### config.mk
export PLATFORM = sky130hd
export DESIGN_NAME = regfile_wr_sched_flat
export DESIGN_NICKNAME = d
export VERILOG_FILES = /design/src/rtl/regfile_wr_sched_if.sv /design/src/rtl/regfile_wr_sched.sv /design/src/flat_wrapper.sv
export SDC_FILE = /design/constraint.sdc
export NUM_CORES = 1
export LEC_CHECK = 0
export ABC_AREA = 1
export CORE_MARGIN = 1
export CORE_UTILIZATION = 47
export CTS_BUF_LIST = sky130_fd_sc_hd__clkbuf_4
export DETAILED_ROUTE_END_ITERATION = 10
export PLACE_DENSITY = 0.83
export SETUP_SLACK_MARGIN = 0.1
export SLEW_MARGIN = 20
export SYNTH_ARGS = -nofsm -noshare
export SYNTH_HDL_FRONTEND = slang
export SYNTH_SLANG_ARGS = --single-unit
export TNS_END_PERCENT = 20
### constraint.sdc
create_clock -name clk -period 1.9 [get_ports clk]
set_input_delay 0.285 -clock clk [delete_from_list [all_inputs] [get_ports clk]]
set_output_delay 0.285 -clock clk [all_outputs]
set_load 0.005 [all_outputs]
### src/rtl/regfile_wr_sched_if.sv
// regfile_wr_sched_if: execute writeback, colour request and register-file
// write-port signals of the write scheduler.
// master = request sources / register-file side, slave = scheduler.
interface regfile_wr_sched_if #(
   parameter int AW = 4,
   parameter int DW = 48
) ();
   logic          ex_valid;
   logic          ex_ready;
   logic [AW-1:0] ex_addr;
   logic [DW-1:0] ex_data;
   logic          col_valid;
   logic          col_ready;
   logic [7:0]    col_code;
   logic          we3;
   logic [AW-1:0] ra3;
   logic [DW-1:0] wd3;

   modport master (
      output ex_valid, ex_addr, ex_data, col_valid, col_code,
      input  ex_ready, col_ready, we3, ra3, wd3
   );

   modport slave (
      input  ex_valid, ex_addr, ex_data, col_valid, col_code,
      output ex_ready, col_ready, we3, ra3, wd3
   );
endinterface

### src/rtl/regfile_wr_sched.sv
// regfile_wr_sched: write-port scheduler for the vector register file.
// After reset (or init_start) it clears r0..NREGS-1, loads r10..r13 with
// constants, then shares the single write port between execute writeback and
// the colour unit (palette code expanded into an r4 colour word + r3 alpha).
// Build option: define RFSCHED_RR_EN for round-robin arbitration in RUN;
// undefined gives fixed priority, execute over colour.
module regfile_wr_sched #(
   parameter int NREGS     = 14,
   parameter int DW        = 48,
   parameter int AW        = 4,
   parameter int COL_REG   = 4,
   parameter int ALPHA_REG = 3
) (
   input  logic clk,
   input  logic rst_n,
   input  logic init_start,
   output logic init_done,
   output logic addr_err,
   regfile_wr_sched_if.slave bus
);
   localparam logic [1:0] S_CLEAR = 2'd0;
   localparam logic [1:0] S_CONST = 2'd1;
   localparam logic [1:0] S_RUN   = 2'd2;
   localparam logic [1:0] S_COL2  = 2'd3;

   localparam logic [AW:0]   NREGS_W    = (AW+1)'(NREGS);
   localparam logic [AW-1:0] LAST_ADDR  = AW'(NREGS - 1);
   localparam logic [AW-1:0] COL_ADDR   = AW'(COL_REG);
   localparam logic [AW-1:0] ALPHA_ADDR = AW'(ALPHA_REG);

   // 2-bit colour level to 8-bit intensity
   function automatic logic [7:0] col_lvl(input logic [1:0] c);
      case (c)
         2'b00:   col_lvl = 8'd0;
         2'b01:   col_lvl = 8'd63;
         2'b10:   col_lvl = 8'd191;
         default: col_lvl = 8'd255;
      endcase
   endfunction

   // 2-bit alpha level to alpha value
   function automatic logic [6:0] alpha_lvl(input logic [1:0] c);
      case (c)
         2'b00:   alpha_lvl = 7'd0;
         2'b01:   alpha_lvl = 7'd25;
         2'b10:   alpha_lvl = 7'd50;
         default: alpha_lvl = 7'd75;
      endcase
   endfunction

   logic [1:0]    state_reg, state_next;
   logic [AW-1:0] cnt_reg, cnt_next;
   logic [6:0]    alpha_reg, alpha_next;
   logic          we3_reg, we3_next;
   logic [AW-1:0] ra3_reg, ra3_next;
   logic [DW-1:0] wd3_reg, wd3_next;
   logic          err_reg, err_next;
   logic          ex_rdy, col_rdy;
   logic          ex_fire, col_fire;
   logic [47:0]   col_word;

   assign col_word = {col_lvl(bus.col_code[3:2]), col_lvl(bus.col_code[5:4]),
                      col_lvl(bus.col_code[7:6]), col_lvl(bus.col_code[3:2]),
                      col_lvl(bus.col_code[5:4]), col_lvl(bus.col_code[7:6])};

`ifdef RFSCHED_RR_EN
   // last grant: 0 = execute, 1 = colour
   logic last_reg, last_next;

   // RUN arbitration: the requester not granted last wins a tie
   always_comb begin
      ex_rdy  = 1'b0;
      col_rdy = 1'b0;
      if (state_reg == S_RUN && !init_start) begin
         ex_rdy  = !bus.col_valid || last_reg;
         col_rdy = !bus.ex_valid || !last_reg;
      end
   end

   // grant history moves only on a completed handshake
   always_comb begin
      last_next = last_reg;
      if (ex_fire)
         last_next = 1'b0;
      else if (col_fire)
         last_next = 1'b1;
   end

   // last-grant flag register
   always_ff @(posedge clk or negedge rst_n) begin
      if (!rst_n)
         last_reg <= 1'b0;
      else
         last_reg <= last_next;
   end
`else
   // RUN arbitration: execute always wins, colour only when execute is idle
   always_comb begin
      ex_rdy  = 1'b0;
      col_rdy = 1'b0;
      if (state_reg == S_RUN && !init_start) begin
         ex_rdy  = 1'b1;
         col_rdy = !bus.ex_valid;
      end
   end
`endif

   assign ex_fire  = bus.ex_valid && ex_rdy;
   assign col_fire = bus.col_valid && col_rdy;

   // next state and next write-port contents; ra3/wd3 hold when no write
   always_comb begin
      state_next = state_reg;
      cnt_next   = cnt_reg;
      alpha_next = alpha_reg;
      we3_next   = 1'b0;
      ra3_next   = ra3_reg;
      wd3_next   = wd3_reg;
      err_next   = 1'b0;
      if (init_start) begin
         state_next = S_CLEAR;
         cnt_next   = '0;
      end else begin
         case (state_reg)
            S_CLEAR: begin
               we3_next = 1'b1;
               ra3_next = cnt_reg;
               wd3_next = '0;
               if (cnt_reg == LAST_ADDR) begin
                  state_next = S_CONST;
                  cnt_next   = '0;
               end else begin
                  cnt_next = cnt_reg + 1'b1;
               end
            end
            S_CONST: begin
               we3_next = 1'b1;
               case (cnt_reg[1:0])
                  2'd0:    begin ra3_next = AW'(10); wd3_next = DW'(7'd25);  end
                  2'd1:    begin ra3_next = AW'(11); wd3_next = DW'(7'd100); end
                  2'd2:    begin ra3_next = AW'(12); wd3_next = DW'(7'd4);   end
                  default: begin ra3_next = AW'(13); wd3_next = DW'(7'd3);   end
               endcase
               if (cnt_reg[1:0] == 2'd3) begin
                  state_next = S_RUN;
                  cnt_next   = '0;
               end else begin
                  cnt_next = cnt_reg + 1'b1;
               end
            end
            S_RUN: begin
               if (ex_fire) begin
                  // out-of-range destination: drop the write, flag it
                  if ({1'b0, bus.ex_addr} >= NREGS_W) begin
                     err_next = 1'b1;
                  end else begin
                     we3_next = 1'b1;
                     ra3_next = bus.ex_addr;
                     wd3_next = bus.ex_data;
                  end
               end else if (col_fire) begin
                  we3_next   = 1'b1;
                  ra3_next   = COL_ADDR;
                  wd3_next   = DW'(col_word);
                  alpha_next = alpha_lvl(bus.col_code[1:0]);
                  state_next = S_COL2;
               end
            end
            default: begin
               we3_next   = 1'b1;
               ra3_next   = ALPHA_ADDR;
               wd3_next   = DW'(alpha_reg);
               state_next = S_RUN;
            end
         endcase
      end
   end

   // state and registered write-port outputs
   always_ff @(posedge clk or negedge rst_n) begin
      if (!rst_n) begin
         state_reg <= S_CLEAR;
         cnt_reg   <= '0;
         alpha_reg <= '0;
         we3_reg   <= 1'b0;
         ra3_reg   <= '0;
         wd3_reg   <= '0;
         err_reg   <= 1'b0;
      end else begin
         state_reg <= state_next;
         cnt_reg   <= cnt_next;
         alpha_reg <= alpha_next;
         we3_reg   <= we3_next;
         ra3_reg   <= ra3_next;
         wd3_reg   <= wd3_next;
         err_reg   <= err_next;
      end
   end

   assign bus.ex_ready  = ex_rdy;
   assign bus.col_ready = col_rdy;
   assign bus.we3       = we3_reg;
   assign bus.ra3       = ra3_reg;
   assign bus.wd3       = wd3_reg;
   assign addr_err      = err_reg;
   assign init_done     = (state_reg == S_RUN);
endmodule

### src/flat_wrapper.sv
// flat-port wrapper written by rule: the top's interface ports become plain ports
module regfile_wr_sched_flat 
#(
   parameter int NREGS     = 14,
   parameter int DW        = 48,
   parameter int AW        = 4,
   parameter int COL_REG   = 4,
   parameter int ALPHA_REG = 3
)
  (clk, rst_n, init_start, init_done, addr_err, bus_ex_valid, bus_ex_addr, bus_ex_data, bus_col_valid, bus_col_code, bus_ex_ready, bus_col_ready, bus_we3, bus_ra3, bus_wd3);
  regfile_wr_sched_if #(.AW(AW), .DW(DW)) bus_i ();
  input  logic clk;
  input  logic rst_n;
  input  logic init_start;
  output logic init_done;
  output logic addr_err;
  input wire logic [$bits(bus_i.ex_valid)-1:0] bus_ex_valid;
  input wire logic [$bits(bus_i.ex_addr)-1:0] bus_ex_addr;
  input wire logic [$bits(bus_i.ex_data)-1:0] bus_ex_data;
  input wire logic [$bits(bus_i.col_valid)-1:0] bus_col_valid;
  input wire logic [$bits(bus_i.col_code)-1:0] bus_col_code;
  output wire logic [$bits(bus_i.ex_ready)-1:0] bus_ex_ready;
  output wire logic [$bits(bus_i.col_ready)-1:0] bus_col_ready;
  output wire logic [$bits(bus_i.we3)-1:0] bus_we3;
  output wire logic [$bits(bus_i.ra3)-1:0] bus_ra3;
  output wire logic [$bits(bus_i.wd3)-1:0] bus_wd3;
  assign bus_i.ex_valid = bus_ex_valid;
  assign bus_i.ex_addr = bus_ex_addr;
  assign bus_i.ex_data = bus_ex_data;
  assign bus_i.col_valid = bus_col_valid;
  assign bus_i.col_code = bus_col_code;
  assign bus_ex_ready = bus_i.ex_ready;
  assign bus_col_ready = bus_i.col_ready;
  assign bus_we3 = bus_i.we3;
  assign bus_ra3 = bus_i.ra3;
  assign bus_wd3 = bus_i.wd3;
  regfile_wr_sched #(.NREGS(NREGS), .DW(DW), .AW(AW), .COL_REG(COL_REG), .ALPHA_REG(ALPHA_REG)) u_core (.clk(clk), .rst_n(rst_n), .init_start(init_start), .init_done(init_done), .addr_err(addr_err), .bus(bus_i));
endmodule
== Word level (Yosys, flattened, before mapping) ==
Cells that the tools add are included.

* Logic and storage cells: 81
* Register bits after elaboration: 67
* Input port bits: 65

* Multiplexer cells: 35
* Equal/unequal tests: 20
* Order comparisons: 1
* Reduce and logical (&&, ||, !) cells: 15
* Bitwise gates (word level): 2
* Add/subtract/negate cells: 1

{| class="wikitable"
|+ Operator list
! operator !! count
|-
| two-way mux 48 bit || 3
|-
| one-hot mux 48 bit (3 select lines) || 1
|-
| one-hot mux 8 bit (3 select lines) || 3
|-
| one-hot mux 7 bit (3 select lines) || 2
|-
| two-way mux 4 bit || 6
|-
| == test 2 bit, second input constant || 7
|-
| == test 2 x 1 -> 1 bit, second input constant || 6
|-
| logical NOT 2 bit || 6
|-
| one-hot mux 4 bit (3 select lines) || 1
|-
| two-way mux 1 bit || 11
|-
| two-way mux 2 bit || 5
|-
| != test 3 x 2 -> 1 bit, second input constant || 3
|-
| one-hot mux 3 bit (3 select lines) || 1
|-
| one-hot mux 4 bit (2 select lines) || 1
|-
| AND reduction 4 bit || 2
|-
| != test 3 bit, second input constant || 2
|-
| one-hot mux 2 bit (3 select lines) || 1
|-
| adder 4 x 1 -> 4 bit, second input constant || 1
|-
| == test 4 bit, second input constant || 1
|-
| >= comparator 4 bit, second input constant || 1
|-
| logical AND 1 bit || 3
|-
| != test 3 x 1 -> 1 bit, second input constant || 1
|-
| AND reduction 3 bit || 1
|-
| nonzero test 3 bit || 1
|-
| 2 further kinds || 4
|}

== Logic depth before layout (Yosys ltp) ==
Gate-level depths: netlist of the first run.

* Word-level depth: 8
* Gate-level depth with buffers: 10
* Depth with buffers taken out: 8

== Worst setup path after synthesis of the first run ==
No wires, ideal clock.

* Kind: reg-to-reg
* Start point: reg u_core.state_reg[0]
* End point: reg u_core.wd3_reg[10] (netlist: u_core.bus.wd3[10])
* Period minus slack after synthesis: 1.448 ns
* Setup time: 0.117 ns
* Setup slack: 0.452 ns
* Buffers on the path: 3
* Data arrival time: 1.332 ns
* Stages on the path, launching flop included: 10
* Required time: 1.783 ns
* Cells stage by stage: dfrtp_1 -> buf_6 -> nor2_4 -> nand3_4 -> buf_6 -> clkbuf_2 -> o21ai_0 -> nor2_1 -> nand2_1 -> nand2_1

* Word-level cells in the longest chain between the ends: 6
* Elaborated cells between the ends (all ways): 13
* Those cells by class: eq/ne (4); mux (4); reduce/logical (5)

{| class="wikitable"
|+ Ends and longest elaborated chain
! item !! RTL line !! RTL
|-
| from (decl) || regfile_wr_sched.sv:51 || <nowiki>logic [1:0] state_reg, state_next;</nowiki>
|-
| from (signal assigned) || regfile_wr_sched.sv:190 || <nowiki>state_reg <= state_next;</nowiki>
|-
| == test 2 bit || regfile_wr_sched.sv:101, regfile_wr_sched.sv:124 ||
|-
| logical AND 1 bit || regfile_wr_sched.sv:101 || <nowiki>if (state_reg == S_RUN && !init_start) begin</nowiki>
|-
| two-way mux 1 bit || regfile_wr_sched.sv:101 ||
|-
| logical AND 1 bit (on tied branches) || regfile_wr_sched.sv:109, regfile_wr_sched.sv:108 ||
|-
| != test 3 x 1 -> 1 bit (no line), or another cell as far along || -- ||
|-
| AND reduction 3 bit (no line) or one-hot mux 48 bit (3 select lines) (tied branches) || -- ||
|-
| to (signal assigned) || regfile_wr_sched.sv:195 || <nowiki>wd3_reg <= wd3_next;</nowiki>
|-
| to (decl) || regfile_wr_sched.sv:56 || <nowiki>logic [DW-1:0] wd3_reg, wd3_next;</nowiki>
|}

Several ways; a longest one is shown, not always the timed one.
A chain may end at the register's enable or synchronous reset.

== Worst setup path after layout of the first run ==
* Start point: reg u_core.state_reg[0]
* End point: reg u_core.wd3_reg[12] (netlist: u_core.bus.wd3[12])

The elaborated chain is that of the path after synthesis.

==> results of run 1 <==
==> power breakdown <==
part	leakage (nW)	internal, mW	switching (mW)	total, mW
clock	0.0548	0.262	0.485	0.746
sequential	0.863	1.89	0.349	2.24
combinational	1.63	1.65	1.50	3.15
==> worst min path at each step <==
stage	endpoint	cells after the start	startpoint	slack, ps
5_1_grt	u_core.bus.wd3[26]	3	rst_n	440
4_1_cts	u_core.bus.wd3[26]	3	rst_n	430
3_3_place_gp	u_core.bus.wd3[37]	2	rst_n	320
6_report	u_core.bus.wd3[26]	3	rst_n	410
2_1_floorplan	u_core.addr_err	0	rst_n	-10
3_5_place_dp	u_core.bus.wd3[26]	2	rst_n	330
==> cell type report <==
type                    instances  area share [%]
repair buffers                157           31.50
flip-flops and latches         65           31.07
multi-input cells             320           30.74
inverters                      33           2.506
well taps                      96           2.291
clock buffers                  10           1.432
clock inverters                 5          0.4535
==> cell usage after synthesis (2+ instances only) <==
| library cell | instances |
|---|---|
| nand2_4 | 2 |
| dfrtp_1 | 65 |
| o21ai_0 | 70 |
| buf_6 | 5 |
| inv_1 | 29 |
| buf_4 | 10 |
| nand2_1 | 171 |
| nand4_1 | 4 |
| nand3_2 | 2 |
| clkbuf_1 | 4 |
| buf_2 | 3 |
| o211ai_1 | 2 |
| a21oi_1 | 2 |
| ha_1 | 9 |
| o21ai_1 | 9 |
| nor2_1 | 26 |
| nand3_1 | 13 |
| inv_2 | 2 |
==> stage by stage <==
stage	utilization, %	setup WS [ps]	setup TNS, ps	cell area, um2
floorplan	-	451.9	0	3406
CTS	72.66	-84.21	-84.21	5019
global placement	69.40	-25.22	-62.76	4793
detailed placement	69.40	-65.96	-706.8	4793
finish	75.91	134.2	0	5243
global route	75.91	48.01	0	5243
==> timing repair <==
item / CTS / global route
setup buffers: 3 / 6
gates cloned: 0 / 5
hold buffers: 1 / 0
pin swaps: 5 / 19
resized for setup: 38 / 26
endpoints found under the hold margin: 65 / 0
endpoints found under the setup margin: 3 / 54
==> worst max-delay path: stages (launching register included) <==
cell and delay, ps:
dfrtp_2 450, buf_6 130, buf_6 110, nor2_4 140, nand3_4 140, inv_4 100, nand3_4 80, nand2_8 130
buf_6 140, clkbuf_16 150, nand2_1 70, nand2_1 70
==> cell families (layout without fill, tap and decap cells) <==
group | Yosys count | after routing | synth area share (%)
and+or+nand+nor | 224 | 224 | 27.15
buffers and inverters | 56 | 205 | 8.596
DFF | 65 | 65 | 47.76
adders and majority gates | 9 | 9 | 3.306
xor gates and xnor gates | 1 | 1 | 0.2572
AOI/OAI and AO/OA | 86 | 86 | 12.93
==> layer usage <==
| layer | wire length (um) | track usage (%) |
|---|---|---|
| met1 | 4213 | 32.72 |
| met2 | 5213 | 46.60 |
| met3 | 700 | 4.739 |
| met4 | 283 | 9.240 |
| met5 | 0 | 0 |
==> out/results.tsv, run 1 <==
stage	metric	value	unit
critical_path	CP Launch Type	register	
final_layout	max reg flops	48	
place	HPWL after DPL	6.943	mm
final_layout	NumNets Final	660	
cts	Clock Path Buffers	2	
power	Peak VDD IR	595.9	uV
global_route	GRT Util Overall	26.48	%
critical_path	Worst R2R Start	u_core.state_reg[0]	
critical_path	Critical Path RT	2250	ps
final_layout	most common cell after layout, fill and taps aside	nand2_1	
sta	hold slack	412.6	ps
final_layout	FF+latch area	1629	um2
critical_path	Worst Setup SP	u_core.state_reg[0]	
power	Leak Pwr	2.551	nW
synth	Syn Std Cell Area	3406	um2
detailed_routing	DRC violations left	0	
sta	Achievable Freq	0.5663	GHz
critical_path	crit path to	u_core.bus.wd3[12]	
synth	top cell type's share of synthesized area	47.76	%
synth	Area contributors post-synth	dfrtp_1, nand2_1, o21ai_0	
critical_path	Critical Path AT	2110	ps
synth	Post-synth EDFFs	0	
synth	sequential-to-total area share from yosys stat	47.76	%
sta	pin slew with the least headroom to its limit	452.6	ps
power	Total Power	6.136	mW
cts	# clock sinks	65	
sta	slew margin rel.	69.72	%
synth	Main synth FF type	dfrtp_1	
run	Max-Cap Viols	0	
synth	mean post-synth cell area	7.723	um2
sta	Clock Skews	10.39	ps
cts	total CTS buffers	9	
floorplanning	die area	7591	um2
sta	Slew Viols, Final	0	
final_layout	share of cells above drive strength 1	14.41	%
synth	area leader, netlist	dfrtp_1	
place	dpl cells	657	
synth	cells after synthesis	441	
critical_path	worst setup path category	register to register	
cts	CTS root buffer	clkbuf_4	
synth	synth unique cells	31	
final_layout	Layout Cells excl Fill	686	
global_route	global-route wire length before repair	15.35	mm
global_route	pin count of the biggest net entering global routing	66	
detailed_routing	drt first pass iters	5	
synth	Ys Warns	0	
cts	Worst-path clk slew	110	ps
synth	async set or reset register ratio after synthesis	100.0	%
detailed_routing	vias per cell	5.141	
sta	# setup viols final	0	
cts	CTS tree	built	
place	RD Place Congestion	0.9453	
sta	Hold Fails Final Rpt	0	
power	PD cells	1170	nW/um2
floorplanning	num ports	122	
sta	crit path time final	1766	ps
min_path	class of the worst hold path	primary input to asynchronous set/reset pin	
final_layout	area of the multi-input gates	1612	um2
critical_path	critical path fanouts, max	9	
synth	Synth Register Bits	65	
detailed_routing	WL/cell	15.18	um
floorplanning	row count	30	
final_layout	antenna fix cells	0	
cts	worst skew pair latency	400	ps
place	IO Port Bufs	121	
final_layout	fillers	531	
floorplanning	die height	87.13	um
synth	post-synth net total	515	
floorplanning	DIE WIDTH	87.13	um
critical_path	Crit. End Element	register	
detailed_routing	Initial DRC Count	178	
critical_path	Worst Reg-to-Reg Cells	11	
detailed_routing	Post-DRT Antenna Nets	0	
floorplanning	Core Region	6907	um2
final_layout	most frequent cells in the layout	nand2_1, clkdlybuf4s50_1, dfrtp_1	
critical_path	r2r endpoint	u_core.bus.wd3[12]	
global_route	initial antenna violation count	0	
sta	crit share post-route	92.94	%
global_route	Congestion Overflow GR	0	
run_status	outcome	finished clean	
detailed_routing	detailed-route via count	3527	
critical_path	Reg2Reg Setup Slack	130	ps
detailed_routing	final wirelength	10.41	mm
cts	H-tree depth	3	
final_layout	Layout area overhead	53.93	%
global_route	vias in the first global route	3293	
sta	RSZ-0062 raised after global routing	yes	
floorplanning	Initial Utilization	49.31	%
(Power assumes the default switching activity.)
==> run 2, diff against run 1 <==
--- a/config.mk
+++ b/config.mk
@@ -8,9 +8,10 @@
 export ABC_AREA = 1
 export CORE_MARGIN = 1
 export CORE_UTILIZATION = 47
-export CTS_BUF_LIST = sky130_fd_sc_hd__clkbuf_4
+export CTS_BUF_LIST = sky130_fd_sc_hd__clkbuf_4 sky130_fd_sc_hd__clkbuf_8
 export DETAILED_ROUTE_END_ITERATION = 10
 export PLACE_DENSITY = 0.83
+export RECOVER_POWER = 25
 export SETUP_SLACK_MARGIN = 0.1
 export SLEW_MARGIN = 20
 export SYNTH_ARGS = -nofsm -noshare
==> run 2 against run 1 <==
  * Flip-flop and latch count unchanged
  * Hold slack better by 70 ps
  * Sequential share of layout area up 1.1 points
  * Critical path depth down 3
  * Worst setup slack worse by 7.3 ps
  * Clock skew down 5.8 ps
  * Power up 2.0%
==> out/results.tsv, run 2 (same netlist as run 1, synthesis figures left out) <==
stage	metric	value	unit	change
run_status	outcome	finished clean		unchanged
cts	CTS root buffer	clkbuf_8		was clkbuf_4
floorplanning	Initial Utilization	49.31	%	unchanged
sta	Achievable Freq	0.5640	GHz	was 0.5663 GHz
final_layout	Layout area overhead	48.86	%	was 53.93%
detailed_routing	WL/cell	14.42	um	was 15.18 um
floorplanning	row count	30		unchanged
cts	CTS tree	built		unchanged
critical_path	Worst Setup SP	u_core.state_reg[1]		was u_core.state_reg[0]
detailed_routing	drt first pass iters	5		unchanged
sta	slew margin rel.	40.58	%	was 69.72%
power	Leak Pwr	2.471	nW	was 2.551 nW
global_route	Congestion Overflow GR	0		unchanged
floorplanning	num ports	122		unchanged
final_layout	share of cells above drive strength 1	10.46	%	was 14.41%
cts	worst skew pair latency	340	ps	was 400 ps
power	Peak VDD IR	679.0	uV	was 595.9 uV
cts	total CTS buffers	9		unchanged
place	IO Port Bufs	121		unchanged
detailed_routing	final wirelength	9.793	mm	was 10.41 mm
floorplanning	die height	87.13	um	unchanged
critical_path	Worst R2R Start	u_core.state_reg[1]		was u_core.state_reg[0]
cts	Worst-path clk slew	70	ps	was 110 ps
critical_path	Critical Path RT	2130	ps	was 2250 ps
sta	Hold Fails Final Rpt	0		unchanged
final_layout	Layout Cells excl Fill	679		was 686
global_route	pin count of the biggest net entering global routing	66		unchanged
final_layout	max reg flops	48		unchanged
place	HPWL after DPL	6.943	mm	unchanged
floorplanning	Core Region	6907	um2	unchanged
min_path	class of the worst hold path	register to register		was primary input to asynchronous set/reset pin
cts	# clock sinks	65		unchanged
sta	Worst Slack Setup Final	126.9	ps	was 134.2 ps
place	dpl cells	657		unchanged
detailed_routing	DRC violations left	0		unchanged
final_layout	antenna fix cells	0		unchanged
min_path	worst hold start	u_core.bus.wd3[32]		
critical_path	Worst Reg-to-Reg Cells	8		was 11
critical_path	critical path fanouts, max	10		was 9
cts	H-tree depth	3		unchanged
sta	Slew Viols, Final	0		unchanged
global_route	vias in the first global route	3280		was 3293
floorplanning	die area	7591	um2	unchanged
final_layout	NumNets Final	653		was 660
final_layout	most common cell after layout, fill and taps aside	nand2_1		unchanged
sta	RSZ-0062 raised after global routing	yes		unchanged
global_route	initial antenna violation count	0		unchanged
detailed_routing	detailed-route via count	3473		was 3527
sta	crit share post-route	93.32	%	was 92.94%
cts	Clock Path Buffers	2		unchanged
detailed_routing	Post-DRT Antenna Nets	0		unchanged
global_route	global-route wire length before repair	15.21	mm	was 15.35 mm
place	RD Place Congestion	0.9453		unchanged
sta	# setup viols final	0		unchanged
sta	Clock Skews	4.638	ps	was 10.39 ps
detailed_routing	Initial DRC Count	171		was 178
critical_path	worst setup path category	register to register		unchanged
sta	pin slew with the least headroom to its limit	891.3	ps	was 452.6 ps
place	worst slack at placement	-65.96	ps	unchanged
sta	crit path time final	1773	ps	was 1766 ps
final_layout	most frequent cells in the layout	nand2_1, clkdlybuf4s50_1, o21ai_0		was nand2_1, clkdlybuf4s50_1, dfrtp_1
power	PD cells	1234	nW/um2	was 1170 nW/um2
floorplanning	DIE WIDTH	87.13	um	unchanged
critical_path	Critical Path AT	2000	ps	was 2110 ps
detailed_routing	vias per cell	5.115		was 5.141
run	Max-Cap Viols	0		unchanged
global_route	GRT Util Overall	26.21	%	was 26.48%
critical_path	CP Launch Type	register		unchanged
min_path	hold depth	2		
critical_path	Crit. End Element	register		unchanged
run 2: cell types whose count changed in the layout (fill, tap and decap cells not counted), sizes merged:
cell,previous run,this run
dlygate4sd2,0,2
buf,32,27
clkbuf,16,15
clkinv,5,2
run 2: final cells by class:
cell class	count	area, um2
clock inverter	2	12.51
tap	96	120.1
inverter	33	126.4
clock buffer	13	172.7
multi-input combinational	320	1511
fill	573	1837
sequential	65	1629
timing repair buffer	150	1498
run 2: timing repair:
item                       4_1_cts  5_1_grt
setup buffers                    2        3
hold buffers                     1        0
pin swaps                        0        1
gates cloned                     0        1
resized for setup                7        5
setup endpoints to repair        3       50
hold endpoints to repair        65        0
run 2: metal layers:
layer  vias to the layer above  share of wire (%)  track usage [%]
met5                         -                  0                0
met4                         0                1.6            7.750
met3                        13                7.8            5.877
met2                       140                 50            45.81
met1                      1644                 40            32.48
li1                       1676                  -                -
run 2: critical path, cell delays in order (launching register included):
cell and delay [ps]:
dfrtp_2 410, buf_4 150, buf_4 170, nor2_1 380, nand3_1 190, nand2_1 170, inv_1 70, nand3_1 70
nand2_1 60
run 2: worst paths after layout:
check / slack (ps) / endpoint
max: 130 / u_core.state_reg[0]
min: 480 / u_core.bus.wd3[32]
max reg2reg: 130 / u_core.state_reg[0]
min reg2reg: 480 / u_core.bus.wd3[32]
max in group asynchronous: 560 / u_core.state_reg[0]
min in group asynchronous: 710 / u_core.bus.wd3[26]
run 2: metrics by stage:
stage                     setup TNS, ps  utilization (%)  total power, mW  area, um2  hold slack, ps
after floorplan                       0                -            3.567       3406          -10.59
after global placement           -62.76            69.40            4.943       4793           324.8
after detailed placement         -706.8            69.40            5.039       4793           325.2
after CTS                        -22.03            72.61            6.198       5015           483.4
after global routing                  0            73.41            6.701       5070           509.6
final                                 0            73.41            6.257       5070           482.2
run 2: report_power, final:
part / leakage (nW) / switching [mW] / internal, mW
clock: 0.0949 / 0.524 / 0.586
combinational: 1.51 / 1.40 / 1.54
sequential: 0.863 / 0.311 / 1.89
==> run 3, diff against run 2 <==
--- a/config.mk
+++ b/config.mk
@@ -6,6 +6,7 @@
 export NUM_CORES = 1
 export LEC_CHECK = 0
 export ABC_AREA = 1
+export CORE_ASPECT_RATIO = 0.5
 export CORE_MARGIN = 1
 export CORE_UTILIZATION = 47
 export CTS_BUF_LIST = sky130_fd_sc_hd__clkbuf_4 sky130_fd_sc_hd__clkbuf_8
@@ -13,7 +14,6 @@
 export PLACE_DENSITY = 0.83
 export RECOVER_POWER = 25
 export SETUP_SLACK_MARGIN = 0.1
-export SLEW_MARGIN = 20
 export SYNTH_ARGS = -nofsm -noshare
 export SYNTH_HDL_FRONTEND = slang
 export SYNTH_SLANG_ARGS = --single-unit
==> run 3 against run 2 <==
  * First-iteration DRC count grew 11%
  * Fmax shrank 2.6%
  * Cell area shrank 1.1%
  * Clock power grew 22%
  * Clock skew grew 2.1 ps
  * Global-route usage shrank 1.4 points
  * Hold slack gained 0.99 ps
  * Sequential share of layout area grew 0.33 points
  * Worst setup slack lost 48 ps
  * Cell count shrank 1.3%
==> out/results.tsv, run 3 (same netlist as run 1, synthesis figures left out) <==
stage	metric	value	unit	change
run_status	outcome	finished clean		unchanged
final_layout	NumNets Final	647		was 653
cts	worst skew pair latency	350	ps	was 340 ps
critical_path	critical path fanouts, max	3		was 10
sta	crit share post-route	95.83	%	was 93.32%
critical_path	Critical Path AT	1540	ps	was 2000 ps
detailed_routing	M1 WL	4.038	mm	was 3.932 mm
cts	Clock Path Buffers	2		unchanged
sta	hold slack	483.1	ps	was 482.2 ps
sta	Slew Viols, Final	0		unchanged
detailed_routing	metal3 WL	470	um	was 768 um
run	Max-Cap Viols	0		unchanged
sta	# setup viols final	0		unchanged
detailed_routing	Post-DRT Antenna Nets	0		unchanged
sta	crit path time final	1821	ps	was 1773 ps
cts	H-tree depth	3		unchanged
power	Leak Pwr	2.442	nW	was 2.471 nW
global_route	vias in the first global route	3145		was 3280
detailed_routing	detailed-route via count	3320		was 3473
power	PD cells	1258	nW/um2	was 1234 nW/um2
final_layout	most common cell after layout, fill and taps aside	nand2_1		unchanged
cts	CTS tree	built		unchanged
power	Peak VDD IR	751.6	uV	was 679.0 uV
sta	Achievable Freq	0.5492	GHz	was 0.5640 GHz
global_route	global-route wire length before repair	14.64	mm	was 15.21 mm
detailed_routing	met2 wire length	4.280	mm	was 4.937 mm
place	IO Port Bufs	121		unchanged
floorplanning	num ports	122		unchanged
cts	total CTS buffers	9		unchanged
final_layout	Layout Cells excl Fill	670		was 679
sta	RSZ-0062 raised after global routing	yes		unchanged
sta	setup TNS	0	ps	unchanged
final_layout	most frequent cells in the layout	nand2_1, clkdlybuf4s50_1, o21ai_0		unchanged
place	dpl cells	653		was 657
floorplanning	die height	62.20	um	was 87.13 um
detailed_routing	drt first pass iters	4		was 5
floorplanning	DIE WIDTH	122.4	um	was 87.13 um
final_layout	end-of-flow core utilization	73.41	%	about the same
floorplanning	die area	7612	um2	was 7591 um2
floorplanning	Core Region	6832	um2	was 6907 um2
final_layout	Layout area overhead	47.24	%	was 48.86%
cts	Post CTS Setup Buffer Count	0		was 2
place	Cell Area, Placed	4776	um2	was 4793 um2
min_path	class of the worst hold path	register to register		unchanged
critical_path	Crit. End Element	output pin		was register
critical_path	Critical Path RT	1620	ps	was 2130 ps
detailed_routing	Initial DRC Count	190		was 171
cts	CTS root buffer	clkbuf_8		unchanged
final_layout	share of cells above drive strength 1	9.516	%	was 10.46%
detailed_routing	final wirelength	8.998	mm	was 9.793 mm
sta	Clock Skews	6.771	ps	was 4.638 ps
cts	# clock sinks	65		unchanged
sta	slew margin rel.	40.20	%	was 40.58%
critical_path	Reg2Reg Setup Slack	280	ps	was 130 ps
cts	Worst-path clk slew	70	ps	about the same
global_route	pin count of the biggest net entering global routing	66		unchanged
critical_path	worst setup path category	register to output pin		was register to register
global_route	GRT Util Overall	24.82	%	was 26.21%
sta	pin slew with the least headroom to its limit	897.0	ps	was 891.3 ps
floorplanning	row count	21		was 30
floorplanning	Initial Utilization	49.85	%	was 49.31%
global_route	Congestion Overflow GR	0		unchanged
place	HPWL after DPL	6.414	mm	was 6.943 mm
final_layout	max reg flops	48		unchanged
critical_path	CP Launch Type	register		unchanged
detailed_routing	vias per cell	4.955		was 5.115
sta	Hold Fails Final Rpt	0		unchanged
global_route	initial antenna violation count	0		unchanged
detailed_routing	DRC violations left	0		unchanged
final_layout	Design Area, Final	5015	um2	was 5070 um2
detailed_routing	Highest Signal Layer	met4		unchanged
place	RD Place Congestion	0.8864		was 0.9453
final_layout	antenna fix cells	0		unchanged
detailed_routing	WL/cell	13.43	um	was 14.42 um
## run 3: per-layer routing
layer | track usage (%) | vias up
met1 | 31.75 | 1519
li1 | - | 1678
met4 | 9.299 | 0
met5 | 0 | -
met2 | 40.10 | 98
met3 | 6.801 | 25
## run 3: critical path, cell delays in order, from the launching register on
cell	delay (ps)
dfrtp_1	400
inv_2	100
nand2_4	70
nor2_2	110
clkdlybuf4s50_1	510
## run 3: what timing repair did
item,4_1_cts,5_1_grt
pin swaps,0,0
endpoints found under the setup margin,3,2
hold buffers,1,0
endpoints found under the hold margin,65,0
gates resized for setup,6,2
## run 3: where the power goes
group	internal, mW	switching, mW	total (mW)
sequential	1.89	0.331	2.22
combinational	1.42	1.31	2.73
clock	0.778	0.575	1.35
## run 3: path summary, 6_finish.rpt
check	depth (start not counted)	end	startpoint
max	4	bus_ex_ready	u_core.state_reg[0]
min	2	u_core.bus.wd3[10]	u_core.bus.wd3[10]
max reg2reg	9	u_core.bus.wd3[35]	u_core.state_reg[0]
min reg2reg	2	u_core.bus.wd3[10]	u_core.bus.wd3[10]
max in group asynchronous	3	u_core.state_reg[1]	rst_n
min in group asynchronous	3	u_core.cnt_reg[3]	rst_n
## run 3: area by class of cell
type	instances	area, um2
inverter	33	126.4
fill	545	1817
tap	92	115.1
multi-input combinational	320	1499
sequential	65	1628
timing repair buffer	144	1419
clock buffer	10	137.6
clock inverter	6	90.09
## run 3: metrics by stage
step | setup WS, ps | power, mW
after global placement | 26.76 | 4.864
after detailed placement | -22.39 | 4.943
after CTS | 30.50 | 6.335
final | 79.29 | 6.308
after floorplan | 451.9 | 3.567
after global routing | 1.914 | 6.772
